**src/rtl/enemy_ctrl_pkg.sv**
```systemverilog
// enemy_ctrl_pkg: shared state encoding and default timing constants for frame sequencers
package enemy_ctrl_pkg;
  typedef enum logic [2:0] {INIT, IDLE, GEN_MOVE, APPLY_MOVE, REQ, DRAW, DONE} state_t;
  localparam int DEF_MOVE_DIV = 4;
  localparam int DEF_INIT_CYCLES = 16;
  localparam int DEF_DRAW_TIMEOUT = 4096;
endpackage

```
**src/rtl/enemy_control_if.sv**
```systemverilog
// enemy_control_if: frame-tick/draw/VGA handshake bundle; master = sequencer, slave = enemies/arbiter side
interface enemy_control_if;
  logic enable, frame_tick, draw_done, vga_grant;
  logic init, idle, gen_move, apply_move, draw, vga_req, frame_done, overrun, timeout;
  modport master(
    input enable, frame_tick, draw_done, vga_grant,
    output init, idle, gen_move, apply_move, draw, vga_req, frame_done, overrun, timeout
  );
  modport slave(
    output enable, frame_tick, draw_done, vga_grant,
    input init, idle, gen_move, apply_move, draw, vga_req, frame_done, overrun, timeout
  );
endinterface

```
**src/rtl/frame_divider.sv**
```systemverilog
// frame_divider: modulo-MOVE_DIV frame counter (clock, reset, en advances, wrap flags the last count)
module frame_divider #(
  parameter int MOVE_DIV = 4
) (
  input  logic clock,
  input  logic reset,
  input  logic en,
  output logic wrap
);
  localparam int W = MOVE_DIV > 1 ? $clog2(MOVE_DIV) : 1;
  logic [W-1:0] cnt;
  assign wrap = cnt == W'(MOVE_DIV - 1);
  always_ff @(posedge clock or posedge reset)
    if (reset) cnt <= '0;
    else if (en) cnt <= wrap ? '0 : cnt + 1'b1;
endmodule

```
**src/rtl/enemy_control.sv**
```systemverilog
// enemy_control: per-frame enemy phase sequencer (clock, reset, bus: enemy_control_if.master strobes/handshakes)
module enemy_control
  import enemy_ctrl_pkg::*;
#(
  parameter int MOVE_DIV = DEF_MOVE_DIV,
  parameter int INIT_CYCLES = DEF_INIT_CYCLES,
  parameter int DRAW_TIMEOUT = DEF_DRAW_TIMEOUT
) (
  input logic clock,
  input logic reset,
  enemy_control_if.master bus
);
  localparam int IW = $clog2(INIT_CYCLES + 1);
  localparam int DW = $clog2(DRAW_TIMEOUT);
  state_t state, nxt;
  logic [IW-1:0] init_cnt;
  logic [DW-1:0] draw_cnt;
  logic pending, wrap, start, tmo_hit;
  assign start = (bus.frame_tick | pending) & bus.enable;
  assign tmo_hit = (draw_cnt == DW'(DRAW_TIMEOUT - 1)) & ~bus.draw_done;
  frame_divider #(.MOVE_DIV(MOVE_DIV)) u_div (
    .clock(clock),
    .reset(reset),
    .en(state == IDLE && start),
    .wrap(wrap)
  );
  always_comb begin
    nxt = state;
    unique case (state)
      INIT:       nxt = init_cnt == IW'(INIT_CYCLES - 1) ? IDLE : INIT;
      IDLE:       nxt = !start ? IDLE : wrap ? GEN_MOVE : REQ;
      GEN_MOVE:   nxt = APPLY_MOVE;
      APPLY_MOVE: nxt = REQ;
      REQ:        nxt = bus.vga_grant ? DRAW : REQ;
      DRAW:       nxt = bus.draw_done || tmo_hit ? DONE : DRAW;
      DONE:       nxt = IDLE;
      default:    nxt = INIT;
    endcase
  end
  always_ff @(posedge clock or posedge reset)
    if (reset) begin
      state <= INIT;
      init_cnt <= '0;
      draw_cnt <= '0;
      pending <= 1'b0;
      bus.init <= 1'b1;
      bus.idle <= 1'b0;
      bus.gen_move <= 1'b0;
      bus.apply_move <= 1'b0;
      bus.draw <= 1'b0;
      bus.vga_req <= 1'b0;
      bus.frame_done <= 1'b0;
      bus.overrun <= 1'b0;
      bus.timeout <= 1'b0;
    end else begin
      state <= nxt;
      init_cnt <= state == INIT ? init_cnt + 1'b1 : '0;
      draw_cnt <= state == DRAW ? draw_cnt + 1'b1 : '0;
      pending <= state == IDLE ? pending & ~start : pending | bus.frame_tick;
      bus.overrun <= state != IDLE && bus.frame_tick && pending;
      bus.timeout <= bus.timeout | (state == DRAW && tmo_hit);
      bus.init <= nxt == INIT;
      bus.idle <= nxt == IDLE;
      bus.gen_move <= nxt == GEN_MOVE;
      bus.apply_move <= nxt == APPLY_MOVE;
      bus.draw <= nxt == DRAW;
      bus.vga_req <= nxt == REQ || nxt == DRAW;
      bus.frame_done <= nxt == DONE;
    end
endmodule
```
**src/flat_wrapper.sv**
```systemverilog
// flat-port wrapper written by rule: the top's interface ports become plain ports
module enemy_control_flat import enemy_ctrl_pkg::*;
#(
  parameter int MOVE_DIV = DEF_MOVE_DIV,
  parameter int INIT_CYCLES = DEF_INIT_CYCLES,
  parameter int DRAW_TIMEOUT = DEF_DRAW_TIMEOUT
)
  (clock, reset, bus_enable, bus_frame_tick, bus_draw_done, bus_vga_grant, bus_init, bus_idle, bus_gen_move, bus_apply_move, bus_draw, bus_vga_req, bus_frame_done, bus_overrun, bus_timeout);
  enemy_control_if bus_i ();
  input logic clock;
  input logic reset;
  input wire logic [$bits(bus_i.enable)-1:0] bus_enable;
  input wire logic [$bits(bus_i.frame_tick)-1:0] bus_frame_tick;
  input wire logic [$bits(bus_i.draw_done)-1:0] bus_draw_done;
  input wire logic [$bits(bus_i.vga_grant)-1:0] bus_vga_grant;
  output wire logic [$bits(bus_i.init)-1:0] bus_init;
  output wire logic [$bits(bus_i.idle)-1:0] bus_idle;
  output wire logic [$bits(bus_i.gen_move)-1:0] bus_gen_move;
  output wire logic [$bits(bus_i.apply_move)-1:0] bus_apply_move;
  output wire logic [$bits(bus_i.draw)-1:0] bus_draw;
  output wire logic [$bits(bus_i.vga_req)-1:0] bus_vga_req;
  output wire logic [$bits(bus_i.frame_done)-1:0] bus_frame_done;
  output wire logic [$bits(bus_i.overrun)-1:0] bus_overrun;
  output wire logic [$bits(bus_i.timeout)-1:0] bus_timeout;
  assign bus_i.enable = bus_enable;
  assign bus_i.frame_tick = bus_frame_tick;
  assign bus_i.draw_done = bus_draw_done;
  assign bus_i.vga_grant = bus_vga_grant;
  assign bus_init = bus_i.init;
  assign bus_idle = bus_i.idle;
  assign bus_gen_move = bus_i.gen_move;
  assign bus_apply_move = bus_i.apply_move;
  assign bus_draw = bus_i.draw;
  assign bus_vga_req = bus_i.vga_req;
  assign bus_frame_done = bus_i.frame_done;
  assign bus_overrun = bus_i.overrun;
  assign bus_timeout = bus_i.timeout;
  enemy_control #(.MOVE_DIV(MOVE_DIV), .INIT_CYCLES(INIT_CYCLES), .DRAW_TIMEOUT(DRAW_TIMEOUT)) u_core (.clock(clock), .reset(reset), .bus(bus_i));
endmodule
```
**config.mk**
```make
export PLATFORM = sky130hd
export DESIGN_NAME = enemy_control_flat
export DESIGN_NICKNAME = d
export VERILOG_FILES = /design/src/rtl/enemy_ctrl_pkg.sv /design/src/rtl/enemy_control_if.sv /design/src/rtl/frame_divider.sv /design/src/rtl/enemy_control.sv /design/src/flat_wrapper.sv
export SDC_FILE = /design/constraint.sdc
export NUM_CORES = 1
export LEC_CHECK = 0
export CORE_UTILIZATION = 54
export DETAILED_ROUTE_END_ITERATION = 8
export PLACE_DENSITY = 0.86
export SYNTH_ARGS = -nofsm -noshare
export SYNTH_HDL_FRONTEND = slang
export SYNTH_HIERARCHICAL = 1
export SYNTH_SLANG_ARGS = --single-unit
```
**constraint.sdc**
```tcl
create_clock -name clock -period 2.5 [get_ports clock]
set_input_delay 0.25 -clock clock [delete_from_list [all_inputs] [get_ports clock]]
set_output_delay 0.25 -clock clock [all_outputs]
set_load 0.05 [all_outputs]
```
==> results by stage <==
Run status:
- The flow ran to the end, and the final reports show no timing, DRC or antenna violations.

Timing:
- The final hold violation count was 0.
- The clock period could shrink to about 2.0 ns.
- The period utilization is 78.2%.
- In the final timing run, aggregate negative setup slack is 0 ns.
- In this run the tightest slew margin relative to its limit is between 60% and 70%.
- At the pin with the least slew margin, the transition time is about 0.55 ns.
- The total count of max-transition violations in the final report came to 0.
- The final setup violation count is 0.
- Setup repair after global routing left no endpoint under its margin.
- Derived from the worst setup path, the maximum achievable clock frequency is ~510 MHz.
- The final setup skew is between 0.004 and 0.005 ns.

Final layout:
- The number of diodes added for antenna fixing is 0.
- The post-route netlist has ~11% of its cells at a drive strength greater than 1.
- Once layout is complete, the cells apart from fillers number around 180.
- Leaving out fill and tap cells, the most frequent cell in the layout is dfrtp_1.
- The post-synthesis to final-layout area growth is 16.9%.
- The net count of the finished layout is between 150 and 200.
- In the layout the commonest cells are 31 x dfrtp_1, 25 x nor2_1, 14 x clkdlybuf4s50_1.

Global route:
- The number of global-route vias before repair is around 1,000.
- The largest net degree at the start of global routing is 18.
- Global routing used approximately a quarter of the available met1 tracks.
- The total overflow left after global routing is 0.
- The combined global-route utilization of all metal layers is roughly 22%.
- The wire length of the first global-routing pass is 4140 um.
- For met3 alone, demand over resource in global routing was 9.28%.
- The initial antenna violation count is 0.
- The most congested layer reported by global routing is met2.
- Global routing used ~37% of the available met2 tracks.

Yosys:
- Synthesis instantiated 31 different standard cells from the library.
- After synthesis, the largest family of logic cells by area is simple AND/OR/NAND/NOR gates.
- Summing the areas of all compound-gate instances in the mapped netlist gives just under 7% of the synthesized area.
- The synthesized flop and latch total is 32.
- The fraction of synthesized area in multiplexers is under 10%.
- The cell accounting for the most synthesized area is dfrtp_1.
- In this run the mean area of a mapped cell was roughly 11 um^2.
- The Yosys step of the flow raised 6 warnings.
- By area the synthesized netlist is led by dfrtp_1 56%, nor2_1 6.8%, ha_1 3.6%.
- Sequential cells were found to cover 57.7% of the synthesized design area.
- The mapped cell area is about 1400 um^2.
- After Yosys synthesis, XOR and XNOR cells account for under 10% of the synthesized area.
- The basic-gate share of the synthesized area counting and, or, nand and nor cells is 20.1%.
- The top cell type's share of synthesized area is 55.8%.
- Counting every instance in the synthesized netlist gives 132.
- The net count after synthesis is approximately 140.
- The adder-cell share of the synthesized area is between 3 and 4%.

Route:
- The number of detailed-route iterations in the first pass is 4.
- After detailed routing, the number of vias per cell comes to 5.44.
- The final wirelength is about 2400 um.
- The via count of the routed design is 990.
- The DRC violation count after routing is 0.
- In the final routed layout, each cell accounts on average for roughly 13 um.
- The DRC violation total after the first TritonRoute iteration is 24.
- The number of nets still failing antenna checks after routing is 0.

Clocking:
- The hold-fix buffer count after cts is 0.
- The longest clock path from root to sink contains 2 buffers.
- The number of clock buffers added by TritonCTS is 5.
- The CTS tree is done.
- Clock latency on the worst-skew pair, taken at its later pin, is ~0.33 ns.
- The clock sink count is 32.
- The clock input transition at the sequential cells of the worst setup and hold paths is 0.10 ns.
- The number of gates resized after CTS was 0.
- The H-tree level count is 2.
- Clock tree synthesis selected as its root buffer the cell clkbuf_4.
- The post-CTS setup repair buffer count is 0.

Setup path:
- The data required time at the worst endpoint is about 2.8 ns.
- STA classifies the critical path endpoint as a flop.
- The number of buffer and inverter instances along the worst setup path is 0.
- Traced cell by cell, the critical path runs through ha_1 > nand3_1 > or4_4 > a211oi_2 > and3_1.
- The cell at the slowest stage of the critical path is or4_4.
- Of all nets on the critical path, the largest fanout is 7.
- The nature of the critical path startpoint is a flop.
- The biggest cell delay along the critical path is approximately 0.56 ns.
- The start-to-end type of the worst setup path is flop to flop.
- The data arrival time of the critical path is approximately 2.2 ns.
- The kind of cell with the highest combined delay along the critical path is simple AND/OR/NAND/NOR gates.

Pwr:
- The power density over cell area is between 900 and 1000 nW/um^2.
- The peak supply drop is about 0.83 mV.
- The analysis attributes to cell leakage a power of ~0.00074 uW.
- Summing internal, switching and leakage power gives roughly 1600 uW.

Floorplanning:
- The total number of placement rows is 18.
- The floorplan step set the die height to between 50 and 60 um.
- 15 I/O pins were placed.
- The die span in x is 52.7 um.
- For this configuration, the core starts out at a cell density of ~57%.
- The placeable core area is ~2500 um^2.
- The die covers between 2000 and 3000 um^2.

Placed design:
- The congestion estimate from routability-driven global placement came to 0.805.
- Detailed placement finished with a half-perimeter wire length of 1780 um.
- The count of buffers inserted at the top-level ports is 14.
- After detailed placement, the design holds a cell count of roughly 170.

Min path:
- The min-delay analysis places its worst path in the category primary input to async pin.

Job:
- The max capacitance violation total is 0.
[state kept, by name (all words and copies together) (netlist names)]
name,count
u_core/draw_cnt,12
u_core/bus.overrun,1
u_core/pending,1
u_core/bus.frame_done,1
u_core/bus.apply_move,1
u_core/init_cnt,5
u_core/bus.init,1
u_core/bus.idle,1
u_core/bus.draw,1
u_core/bus.timeout,1
u_core/bus.vga_req,1
u_core/u_div/cnt,2
u_core/bus.gen_move,1
u_core/state,3
[path summary, 6_finish.rpt]
path                                              startpoint                         endpoint  slack, ns  cells after the start
max in group asynchronous                              reset        u_core/state[2]$_DFF_PP0_       1.61                      3
worst max-delay path            u_core/draw_cnt[0]$_DFF_PP0_        u_core/bus.init$_DFF_PP1_       0.54                      5
min in group clock              u_core/bus.timeout$_DFF_PP0_     u_core/bus.timeout$_DFF_PP0_       0.47                      2
worst max register to register  u_core/draw_cnt[0]$_DFF_PP0_        u_core/bus.init$_DFF_PP1_       0.54                      5
worst min register to register  u_core/bus.timeout$_DFF_PP0_     u_core/bus.timeout$_DFF_PP0_       0.47                      2
worst min-delay path                                   reset  u_core/u_div/cnt[0]$_DFFE_PP0P_       0.09                      2
[layout make-up]
cell class,count,area (um^2)
fillers,182,830
flip-flops and latches,32,802
multi-input cells,86,536
repair buffers,15,148
clock buffers,6,51.3
inverters,11,41.3
well taps,30,37.5
clock inverters,2,10.0
[cells by family after synthesis]
family | Yosys count
xor gates and xnor gates | 10
adders and majority gates | 4
AOI/OAI and AO/OA | 16
DFF | 32
buffers and inverters | 14
and+or+nand+nor | 54
muxes | 2
[synth_stat cells, drive strengths merged]
cell    instances
nand3b          1
o31ai           1
nand2           5
and3            4
ha              4
mux2            2
nor3            1
nor3b           3
nand2b          1
nand3           4
nor2           25
a211oi          1
o22ai           1
or3b            1
or4             1
xor2            5
o211ai          1
nand4           2
inv            11
or3             3
dfstp           1
o21a            1
and2            2
o21ai           4
dfrtp          31
clkbuf          3
xnor2           5
a21oi           7
and4            1
[metal layers]
metal	wire [um]	part of all wire [%]
met1	1020	42
met2	1260	51
met3	124	5.1
met4	49	2.0
met5	0	0
[metrics by stage]
| stage | utilization [%] | worst slack, ns | instance area (um^2) | hold slack [ns] |
|---|---|---|---|---|
| after floorplan | - | 0.741 | 1390 | -0.00882 |
| after global placement | 63.7 | 0.664 | 1560 | 0.436 |
| after detailed placement | 63.7 | 0.587 | 1560 | 0.450 |
| after CTS | 66.2 | 0.561 | 1630 | 0.0773 |
| after global routing | 66.2 | 0.415 | 1630 | 0.0842 |
| final | 66.2 | 0.544 | 1630 | 0.0944 |
[report_power, final]
group          total [uW]  internal (uW)  switching, uW  leakage (uW)
clock                 306            134            172     0.0000380
sequential            725            635           89.8      0.000421
combinational         569            212            356      0.000284
[worst reg2reg max path, stage by stage (launching register included)]
cell and delay [ns]:
dfrtp_1 0.39, ha_1 0.21, nand3_1 0.21, or4_4 0.56, a211oi_2 0.34, and3_1 0.20
(Power assumes the default switching activity.)
